## src/rtl/crc_ahb_feeder.sv

```systemverilog
// crc_ahb_feeder: AHB-Lite initiator that programs CRC_CR, streams words into CRC_DR and
// reads the result back. Define CRC_FEEDER_INIT_WR_EN to add a CRC_INIT write (cmd_init port).
module crc_ahb_feeder #(
    parameter int unsigned LEN_W   = 16,
    parameter int unsigned TIMEOUT = 256
) (
    input  logic             HCLK,
    input  logic             HRESETn,
    output logic [31:0]      HADDR,
    output logic [1:0]       HTRANS,
    output logic             HWRITE,
    output logic [2:0]       HSIZE,
    output logic [31:0]      HWDATA,
    input  logic [31:0]      HRDATA,
    input  logic             HREADY,
    input  logic             HRESP,
    input  logic             cmd_valid,
    output logic             cmd_ready,
    input  logic [31:0]      cmd_base,
    input  logic [LEN_W-1:0] cmd_len,
    input  logic [7:0]       cmd_ctrl,
`ifdef CRC_FEEDER_INIT_WR_EN
    input  logic [31:0]      cmd_init,
`endif
    input  logic             src_valid,
    input  logic [31:0]      src_data,
    output logic             src_ready,
    output logic             res_valid,
    input  logic             res_ready,
    output logic [31:0]      res_data,
    output logic             res_error
);

    localparam logic [1:0] TransIdle   = 2'b00;
    localparam logic [1:0] TransNonseq = 2'b10;
    localparam logic [4:0] OffDr       = 5'h00;
    localparam logic [4:0] OffCr       = 5'h08;
    localparam logic [4:0] OffInit     = 5'h10;
    localparam int unsigned WaitW      = $clog2(TIMEOUT);

    typedef enum logic [2:0] {
        StIdle,
        StInit,
        StCr,
        StData,
        StRd,
        StRdd,
        StRes
    } state_e;

    state_e             state_q, state_d;
    logic [26:0]        base_q, base_d;
    logic [LEN_W-1:0]   cnt_q, cnt_d;
    logic [7:0]         ctrl_q, ctrl_d;
    logic [31:0]        hwdata_q, hwdata_d;
    logic               dp_valid_q, dp_valid_d;
    logic [WaitW-1:0]   wait_q, wait_d;
    logic [31:0]        res_data_q, res_data_d;
    logic               res_error_q, res_error_d;
`ifdef CRC_FEEDER_INIT_WR_EN
    logic [31:0]        init_q, init_d;
`endif

    logic               issue;
    logic               hwrite;
    logic [4:0]         off;
    logic [31:0]        wr_data;
    logic               timeout;
    logic               abort;
    logic               unused_base;

    // Base is 32-byte aligned; the low address bits come from the register offset.
    assign unused_base = ^cmd_base[4:0];

    assign timeout = dp_valid_q && !HREADY && (wait_q == WaitW'(TIMEOUT - 1));
    assign abort   = dp_valid_q && (HRESP || timeout);

    always_comb begin
        state_d     = state_q;
        base_d      = base_q;
        cnt_d       = cnt_q;
        ctrl_d      = ctrl_q;
        hwdata_d    = hwdata_q;
        dp_valid_d  = dp_valid_q;
        wait_d      = '0;
        res_data_d  = res_data_q;
        res_error_d = res_error_q;
`ifdef CRC_FEEDER_INIT_WR_EN
        init_d      = init_q;
`endif
        issue       = 1'b0;
        hwrite      = 1'b0;
        off         = OffDr;
        wr_data     = hwdata_q;
        cmd_ready   = 1'b0;
        src_ready   = 1'b0;
        res_valid   = 1'b0;

        if (dp_valid_q && !HREADY) begin
            wait_d = wait_q + WaitW'(1);
        end

        unique case (state_q)
            StIdle: begin
                cmd_ready = 1'b1;
                if (cmd_valid) begin
                    base_d      = cmd_base[31:5];
                    cnt_d       = cmd_len;
                    ctrl_d      = cmd_ctrl;
                    res_data_d  = '0;
                    res_error_d = 1'b0;
`ifdef CRC_FEEDER_INIT_WR_EN
                    init_d      = cmd_init;
                    state_d     = StInit;
`else
                    state_d     = StCr;
`endif
                end
            end
            StInit: begin
                issue   = 1'b1;
                hwrite  = 1'b1;
                off     = OffInit;
`ifdef CRC_FEEDER_INIT_WR_EN
                wr_data = init_q;
`endif
                if (HREADY) begin
                    state_d = StCr;
                end
            end
            StCr: begin
                issue   = 1'b1;
                hwrite  = 1'b1;
                off     = OffCr;
                wr_data = {24'h0, ctrl_q};
                if (HREADY) begin
                    state_d = (cnt_q == '0) ? StRd : StData;
                end
            end
            StData: begin
                // Only offer a transfer when the source has a word to hand over.
                issue   = src_valid;
                hwrite  = 1'b1;
                wr_data = src_data;
                if (HREADY && src_valid) begin
                    src_ready = 1'b1;
                    cnt_d     = cnt_q - LEN_W'(1);
                    if (cnt_q == LEN_W'(1)) begin
                        state_d = StRd;
                    end
                end
            end
            StRd: begin
                issue = 1'b1;
                if (HREADY) begin
                    state_d = StRdd;
                end
            end
            StRdd: begin
                if (HREADY) begin
                    res_data_d = HRDATA;
                    state_d    = StRes;
                end
            end
            StRes: begin
                res_valid = 1'b1;
                if (res_ready) begin
                    state_d = StIdle;
                end
            end
            default: begin
                state_d = StIdle;
            end
        endcase

        // Error or timeout: withdraw any pipelined address phase and report.
        if (abort) begin
            issue       = 1'b0;
            src_ready   = 1'b0;
            cnt_d       = cnt_q;
            state_d     = StRes;
            res_data_d  = '0;
            res_error_d = 1'b1;
            dp_valid_d  = 1'b0;
            wait_d      = '0;
        end else if (HREADY) begin
            dp_valid_d = issue;
            if (issue && hwrite) begin
                hwdata_d = wr_data;
            end
        end
    end

    always_ff @(posedge HCLK) begin
        if (!HRESETn) begin
            state_q     <= StIdle;
            base_q      <= '0;
            cnt_q       <= '0;
            ctrl_q      <= '0;
            hwdata_q    <= '0;
            dp_valid_q  <= 1'b0;
            wait_q      <= '0;
            res_data_q  <= '0;
            res_error_q <= 1'b0;
`ifdef CRC_FEEDER_INIT_WR_EN
            init_q      <= '0;
`endif
        end else begin
            state_q     <= state_d;
            base_q      <= base_d;
            cnt_q       <= cnt_d;
            ctrl_q      <= ctrl_d;
            hwdata_q    <= hwdata_d;
            dp_valid_q  <= dp_valid_d;
            wait_q      <= wait_d;
            res_data_q  <= res_data_d;
            res_error_q <= res_error_d;
`ifdef CRC_FEEDER_INIT_WR_EN
            init_q      <= init_d;
`endif
        end
    end

    assign HTRANS    = issue ? TransNonseq : TransIdle;
    assign HADDR     = issue ? {base_q, off} : 32'h0;
    assign HWRITE    = issue && hwrite;
    assign HSIZE     = 3'b010;
    assign HWDATA    = hwdata_q;
    assign res_data  = res_data_q;
    assign res_error = res_error_q;

endmodule

```

## config.mk

```make
export PLATFORM = sky130hd
export DESIGN_NAME = crc_ahb_feeder
export DESIGN_NICKNAME = d
export VERILOG_FILES = /design/src/rtl/crc_ahb_feeder.sv
export SDC_FILE = /design/constraint.sdc
export NUM_CORES = 1
export LEC_CHECK = 0
export BUFFER_PORTS_ARGS = -buffer_cell sky130_fd_sc_hd__buf_4
export CAP_MARGIN = 20
export CORE_ASPECT_RATIO = 0.8
export CORE_MARGIN = 2
export CORE_UTILIZATION = 30
export DETAILED_ROUTE_END_ITERATION = 10
export PLACE_DENSITY = 0.5
export RECOVER_POWER = 100
export REMOVE_ABC_BUFFERS = 1
export SLEW_MARGIN = 20
export SYNTH_ARGS = -nofsm -noshare
export SYNTH_HDL_FRONTEND = slang
export SYNTH_SLANG_ARGS = --single-unit
```

## constraint.sdc

```tcl
create_clock -name HCLK -period 2.4 [get_ports HCLK]
set_input_delay 0.12 -clock HCLK [delete_from_list [all_inputs] [get_ports HCLK]]
set_output_delay 0.12 -clock HCLK [all_outputs]
set_load 0.01 [all_outputs]
```

==> results of run 1 <==
stage by stage:
stage | util (%) | hold WS (ps) | TNS (ps) | worst slack (ps) | total power, mW
after floorplan | - | 238 | -7810 | -161 | 4.30
after detailed placement | 40.9 | 376 | 0 | 229 | 5.57
final | 47.7 | 28.2 | 0 | 178 | 8.12
after global placement | 40.9 | 367 | 0 | 254 | 5.53
after global routing | 47.7 | 11.9 | 0 | 34.8 | 8.64
after CTS | 49.6 | 0.303 | 0 | 55.3 | 8.33
critical path, cell delays in order, from the launching register on:
cell      delay, ps
dfxtp_1         330
ha_1            240
nand4_1         150
o21bai_4         80
buf_4           160
a211oi_4        220
buf_4           320
clkbuf_1        190
state kept, by name (all words and copies together) (netlist names):
name and cells:
base_q 27, cnt_q 16, dp_valid_q 1, res_data 32
state_q 3, res_error 1, wait_q 8, HWDATA 32
ctrl_q 8
how the worst min path moves through the flow:
stage / start / to / cells past startpoint
floorplan: HRESETn / cnt_q[7] / 1
global placement: src_data[21] / HWDATA[21] / 3
detailed placement: HRDATA[11] / res_data[11] / 3
CTS: HRESETn / cnt_q[7] / 2
global route: src_data[4] / HWDATA[4] / 3
finish: src_data[4] / HWDATA[4] / 3
power by group:
| part | leakage (nW) | internal [mW] | switching, mW | total [mW] |
|---|---|---|---|---|
| Clock | 0.274 | 1.55 | 1.04 | 2.59 |
| Combinational | 2.13 | 1.11 | 1.76 | 2.87 |
| Sequential | 1.04 | 2.42 | 0.241 | 2.66 |
final cells by class:
type | count | area share, %
Multi-Input combinational cell | 515 | 31.5
Timing Repair Buffer | 343 | 28.5
Clock buffer | 18 | 4.97
Inverter | 7 | 0.304
Clock inverter | 14 | 1.81
Sequential cell | 128 | 29.6
Tap cell | 230 | 3.33
what timing repair did:
| action | CTS | global route |
|---|---|---|
| buffers inserted | 0 | 3 |
| pin swaps | 0 | 1 |
| gates resized for setup | 1 | 3 |
| hold buffers | 99 | 1 |
| cloned | 0 | 0 |
| endpoints found under the hold margin | 99 | 1 |
| endpoints found under the setup margin | 7 | 28 |
cells in the final DEF, fill, tap and decap left out, drive strengths merged, types with 4 or more instances in the layout:
cell / Yosys / final
conb: 2 / 7
nand3: 39 / 39
dfxtp: 128 / 128
nor4: 4 / 4
a21boi: 4 / 4
a22oi: 24 / 24
a21oi: 89 / 89
clkinvlp: 0 / 4
o31ai: 7 / 7
or3: 4 / 4
clkbuf: 40 / 120
a311oi: 8 / 8
nor3: 7 / 7
dlygate4sd3: 0 / 100
nand2: 151 / 151
o21ai: 22 / 22
xnor2: 4 / 4
buf: 22 / 141
nor2: 60 / 60
inv: 7 / 12
nand2b: 4 / 4
nand4: 4 / 4
or4: 4 / 4
and3: 32 / 32
cells by family (layout without fill, tap and decap cells):
family	after synthesis	after routing	share of synthesized area, %
DFF	128	128	46.2
adders and majority gates	3	3	0.677
muxes	2	2	0.383
other	2	7	0.135
buffers and inverters	69	382	5.64
AOI/OAI and AO/OA	176	176	19.6
xor gates and xnor gates	6	6	0.947
and+or+nand+nor	321	321	26.4
routing by layer:
metal	vias to the layer above	share of wire, %
met5	-	0
met4	0	2.6
met3	34	6.6
met2	203	47
met1	2887	44
li1	3049	-
==> metrics.md, run 1 <==
| Metric | Value |
|---|---|
| Die Span X | 156 um |
| Largest cells by area after synthesis | dfxtp_1 46%, nand2_1 10%, a21oi_1 8.0% |
| Yosys reg bits | 128 |
| Core Box Area | 0.0181 mm2 |
| Post-Place Cells | 1,120 |
| Clk Latency, worst-skew pair | 420 ps |
| Design area | 0.00864 mm2 |
| Synth cell types | 59 |
| Initial antenna violation count | 0 |
| DRT iter0 DRCs | 325 |
| Clk sinks | 128 |
| Worst vdd rail ir drop | 0.518 mV |
| H-tree depth | 4 |
| Critical path required time | 2280 ps |
| Arr. time, crit path | 2100 ps |
| Layout area overhead | 55.8% |
| Post-Place Cell Area | 0.00740 mm2 |
| Hold Path Class | input port to flop |
| Final HPWL DP | 12,300 um |
| CP startpoint kind | flop |
| M2 GR Usage | 30.9% |
| Worst relative slew slack | 20.2% |
| Critical Path Sink Type | primary output |
| GR Util met1 | 23.4% |
| Total global routing overflow | 0 |
| Num ports | 233 |
| Multi-input gate area | 0.00272 mm2 |
| Routed Antenna Nets | 0 |
| Share of the synthesized area in the top cell type | 46.2% |
| Final Hold Vio Count | 0 |
| Crit path max fanout | 25 |
| Global placement routability congestion | 0.804 |
| Die Area | 0.0196 mm2 |
| Starting Density | 30.6% |
| Synth async-reset ratio | 0% |
| Fmax | 450 MHz |
| Worst setup path class | flop to primary output |
| Leak | 3.45 nW |
| Status | finished clean |
| Period minus WS final | 2220 ps |
| Critical Path Start | wait_q[0] |
| Yosys top cell by area | dfxtp_1 |
| Post-Syn Area | 0.00555 mm2 |
| Worst slew pin tran | 1200 ps |
| CTS tree | yes |
| R2R setup slack | 180 ps |
| Vias/cell | 4.92 |
| Max_cap viols | 0 |
| Vias | 6,173 |
| Power per Cell Area | 939 mW/mm2 |
| Yosys warning count | 0 |
| DRT Pass-1 Iters | 4 |
| DR WL/cell | 14.9 um |
| Most frequent cell after synthesis | nand2_1 |
| Sequential area share after synthesis | 46.2% |
| Post-synth EDFFs | 0 |
| Final nets | 1,142 |
| Synth top cells by count | 151 x nand2_1, 128 x dfxtp_1, 89 x a21oi_1 |
| Cts bufs inserted | 17 |
| Worst Skew | 11.3 ps |
| Port buffer count | 220 |
| Final Max Slew Viols | 0 |
| Worst reg2reg path startpoint | wait_q[0] |
| Seq. cell area | 0.00256 mm2 |
| All-Layer GR Usage | 18.9% |
| Root buffer cell | clkbuf_16 |
| Die height | 126 um |
| Avg Inst Size Synth | 7.85 um2 |
| Row cnt | 44 |
| Clk slew on worst S/H paths | 60 ps |
| Layout cells sized above 1 | 18.9% |
| Largest net degree at the start of global routing | 69 |
| Non-Filler Instances | 1,255 |
| Mapped Cells | 707 |
| Routed Wire Length | 18,700 um |
| First-pass GRT wire length | 29,800 um |
| Critical path endpoint | src_ready |
| Gr busiest metal | met2 |
| Number of global-route vias before repair | 6,041 |
| Final worst-path cycle share | 92.6% |
| RSZ-0062 raised after global routing | no |
| R2R Path End | cnt_q[6] |
| Max Root-Sink Buffers | 2 |
| Residual DRC count | 0 |
| # setup viols final | 0 |
| Synth Flop Type | dfxtp_1 |
| Fillers | 1,834 |
| Grt met3 use | 5.88% |
| R2r worst-path depth | 9 |
| Antenna cells | 0 |
Note: power is estimated with default switching activity, not from simulation.
==> inputs of run 2 (changes only) <==
- BUFFER_PORTS_ARGS: -buffer_cell sky130_fd_sc_hd__buf_4 -> -buffer_cell sky130_fd_sc_hd__buf_2
==> metrics.md, run 2 (synthesis gave the netlist of run 1 again) <==
| Metric | Value |
|---|---|
| Sw Share | 36.5% (was 37.4%) |
| Worst slew pin tran | 796 ps (was 1200 ps) |
| Critical-path cell list | buf_4 > nor3_1 > nor2_1 > buf_4 > and3_1 > clkbuf_2 (was ha_1 > nand4_1 > o21bai_4 > buf_4 > a211oi_4 > buf_4 > clkbuf_1) |
| Root buffer cell | clkbuf_16 (unchanged) |
| Gr busiest metal | met2 (unchanged) |
| Status | finished clean (unchanged) |
| DRT iter0 DRCs | 341 (was 325) |
| Total global routing overflow | 0 (unchanged) |
| DR WL/cell | 14.4 um (was 14.9 um) |
| # setup viols final | 0 (unchanged) |
| Most used cell, CP | buf_4 (unchanged) |
| Routed Antenna Nets | 0 (unchanged) |
| Clock network fraction of total power | 33.6% (was 31.9%) |
| M2 GR Usage | 30.1% (was 30.9%) |
| Number of global-route vias before repair | 5,750 (was 6,041) |
| Worst setup path class | flop to primary output (unchanged) |
| R2r worst-path depth | 7 (was 9) |
| RSZ-0062 raised after global routing | no (unchanged) |
| CP max stage delay | 400 ps (was 330 ps) |
| Worst Skew | 9.18 ps (was 11.3 ps) |
| Final worst-path cycle share | 93.2% (was 92.6%) |
| Most frequent cells in the layout | 149 x nand2_1, 128 x dfxtp_1, 125 x buf_2 (was 150 x nand2_1, 138 x buf_4, 128 x dfxtp_1) |
| Clk slew on worst S/H paths | 60 ps (about the same) |
| Power per Cell Area | 964 mW/mm2 (was 939 mW/mm2) |
| Die Area | 0.0196 mm2 (unchanged) |
| Num ports | 233 (unchanged) |
| DRT Pass-1 Iters | 5 (was 4) |
| Cts bufs inserted | 17 (unchanged) |
| Largest net degree at the start of global routing | 82 (was 69) |
| Crit path max fanout | 27 (was 25) |
| First-pass GRT wire length | 29,300 um (was 29,800 um) |
| Sequential Power Share | 33.0% (was 32.8%) |
| Seq. cell area | 0.00256 mm2 (unchanged) |
| Clk Latency, worst-skew pair | 420 ps (about the same) |
| Vias | 5,969 (was 6,173) |
| Initial antenna violation count | 0 (unchanged) |
| Hold Path Class | input port to flop (unchanged) |
| Routed Wire Length | 18,100 um (was 18,700 um) |
| Final nets | 1,142 (unchanged) |
| Cell depth of the worst setup path | 6 (was 7) |
| Fmax | 447 MHz (was 450 MHz) |
| Setup_tns | 0 ps (unchanged) |
| Die Span X | 156 um (unchanged) |
| Grt met3 use | 5.02% (was 5.88%) |
| Core Box Area | 0.0181 mm2 (unchanged) |
| Starting Density | 30.6% (unchanged) |
| Residual DRC count | 0 (unchanged) |
| Fillers | 1,852 (was 1,834) |
| Layout area overhead | 50.5% (was 55.8%) |
| CP startpoint kind | flop (unchanged) |
| Logic gate share of total power | 33.5% (was 35.3%) |
| GR Util met1 | 24.1% (was 23.4%) |
| Leak | 3.39 nW (was 3.45 nW) |
| CP delay by family, top | simple AND/OR/NAND/NOR gates (was buffers and inverters) |
| Final core utilization | 46.1% (was 47.7%) |
| Buf/Inv on CP | 3 (unchanged) |
| Max_cap viols | 0 (unchanged) |
| Non-Filler Instances | 1,255 (unchanged) |
| Max Root-Sink Buffers | 2 (unchanged) |
| Layout cells sized above 1 | 19.7% (was 18.9%) |
| Vias/cell | 4.76 (was 4.92) |
| H-tree depth | 4 (unchanged) |
| Hold-critical path depth | 3 (unchanged) |
| Die height | 126 um (unchanged) |
| Critical Path Sink Type | primary output (unchanged) |
| Worst vdd rail ir drop | 0.522 mV (was 0.518 mV) |
| Clk sinks | 128 (unchanged) |
| Sw Pwr | 2.94 mW (was 3.04 mW) |
| Final Max Slew Viols | 0 (unchanged) |
| Port buffer count | 220 (unchanged) |
| All-Layer GR Usage | 18.5% (was 18.9%) |
| Period minus WS final | 2240 ps (was 2220 ps) |
| Global placement routability congestion | 0.815 (was 0.804) |
| Pint | 5.11 mW (was 5.08 mW) |
| Row cnt | 44 (unchanged) |
| Post-Place Cells | 1,121 (was 1,120) |
| Multi-input gate area | 0.00269 mm2 (was 0.00272 mm2) |
| Antenna cells | 0 (unchanged) |
| Commonest non-fill, non-tap cell in the layout | nand2_1 (unchanged) |
| CTS tree | yes (unchanged) |
| Arr. time, crit path | 2120 ps (was 2100 ps) |
| Worst relative slew slack | 47.0% (was 20.2%) |
| Critical path required time | 2280 ps (about the same) |
| Final Hold Vio Count | 0 (unchanged) |
| Slowest-stage cell, CP | dfxtp_1 (unchanged) |
| Final HPWL DP | 11,300 um (was 12,300 um) |
-- run 2: changes by cell type in the layout (fill, tap and decap cells not counted), sizes merged --
cell,delta
clkinv,+4
bufinv,+1
clkbuf,+3
buf,-1
clkinvlp,-4
inv,-3
-- run 2: worst min-delay path: cells and delay by family --
| family | cells | cell delay (ps) |
|---|---|---|
| compound gates | 2 | 190 |
| buf+inv | 1 | 80 |
-- run 2: area by class of cell --
| cell class | count | share of cell area, % |
|---|---|---|
| Clock buffer | 20 | 5.47 |
| Clock inverter | 12 | 1.89 |
| Inverter | 7 | 0.315 |
| Multi-Input combinational cell | 515 | 32.2 |
| Sequential cell | 128 | 30.7 |
| Tap cell | 230 | 3.45 |
| Timing Repair Buffer | 343 | 26.0 |
-- run 2: metrics by stage --
stage	hold WS (ps)	setup slack, ps	area [um2]	power [mW]
4_1_cts	0.293	50.1	8490	8.27
3_3_place_gp	362	313	6860	5.41
2_1_floorplan	238	-161	5280	4.30
6_report	14.3	164	8350	8.05
5_1_grt	53.3	24.7	8350	8.60
3_5_place_dp	366	302	6860	5.41
-- run 2: path summary, 6_finish.rpt --
kind,slack [ps],startpoint,end
hold reg to reg,450,base_q[15],base_q[15]
setup reg to reg,210,cnt_q[0],state_q[1]
setup / recovery,160,state_q[1],HADDR[15]
hold / removal,10,cmd_len[15],cnt_q[15]
-- run 2: what timing repair did --
action,4_1_cts,5_1_grt
setup buffers,0,2
hold buffers,100,0
setup endpoints to repair,4,28
pin swaps,0,1
endpoints found under the hold margin,100,0
resized for setup,1,2
-- run 2: metal layers --
| metal | vias up | part of all wire (%) |
|---|---|---|
| li1 | 3052 | - |
| met1 | 2720 | 46 |
| met2 | 181 | 46 |
| met3 | 16 | 6.4 |
| met4 | 0 | 1.4 |
| met5 | - | 0 |
-- run 2: power groups by stage --
stage | combinational (mW) | sequential [mW] | clock [mW]
after floorplan | 1.61 | 2.69 | 0
after global placement | 2.71 | 2.70 | 0
after detailed placement | 2.72 | 2.69 | 0
after CTS | 2.85 | 2.65 | 2.77
after global routing | 3.03 | 2.70 | 2.86
final | 2.69 | 2.66 | 2.70
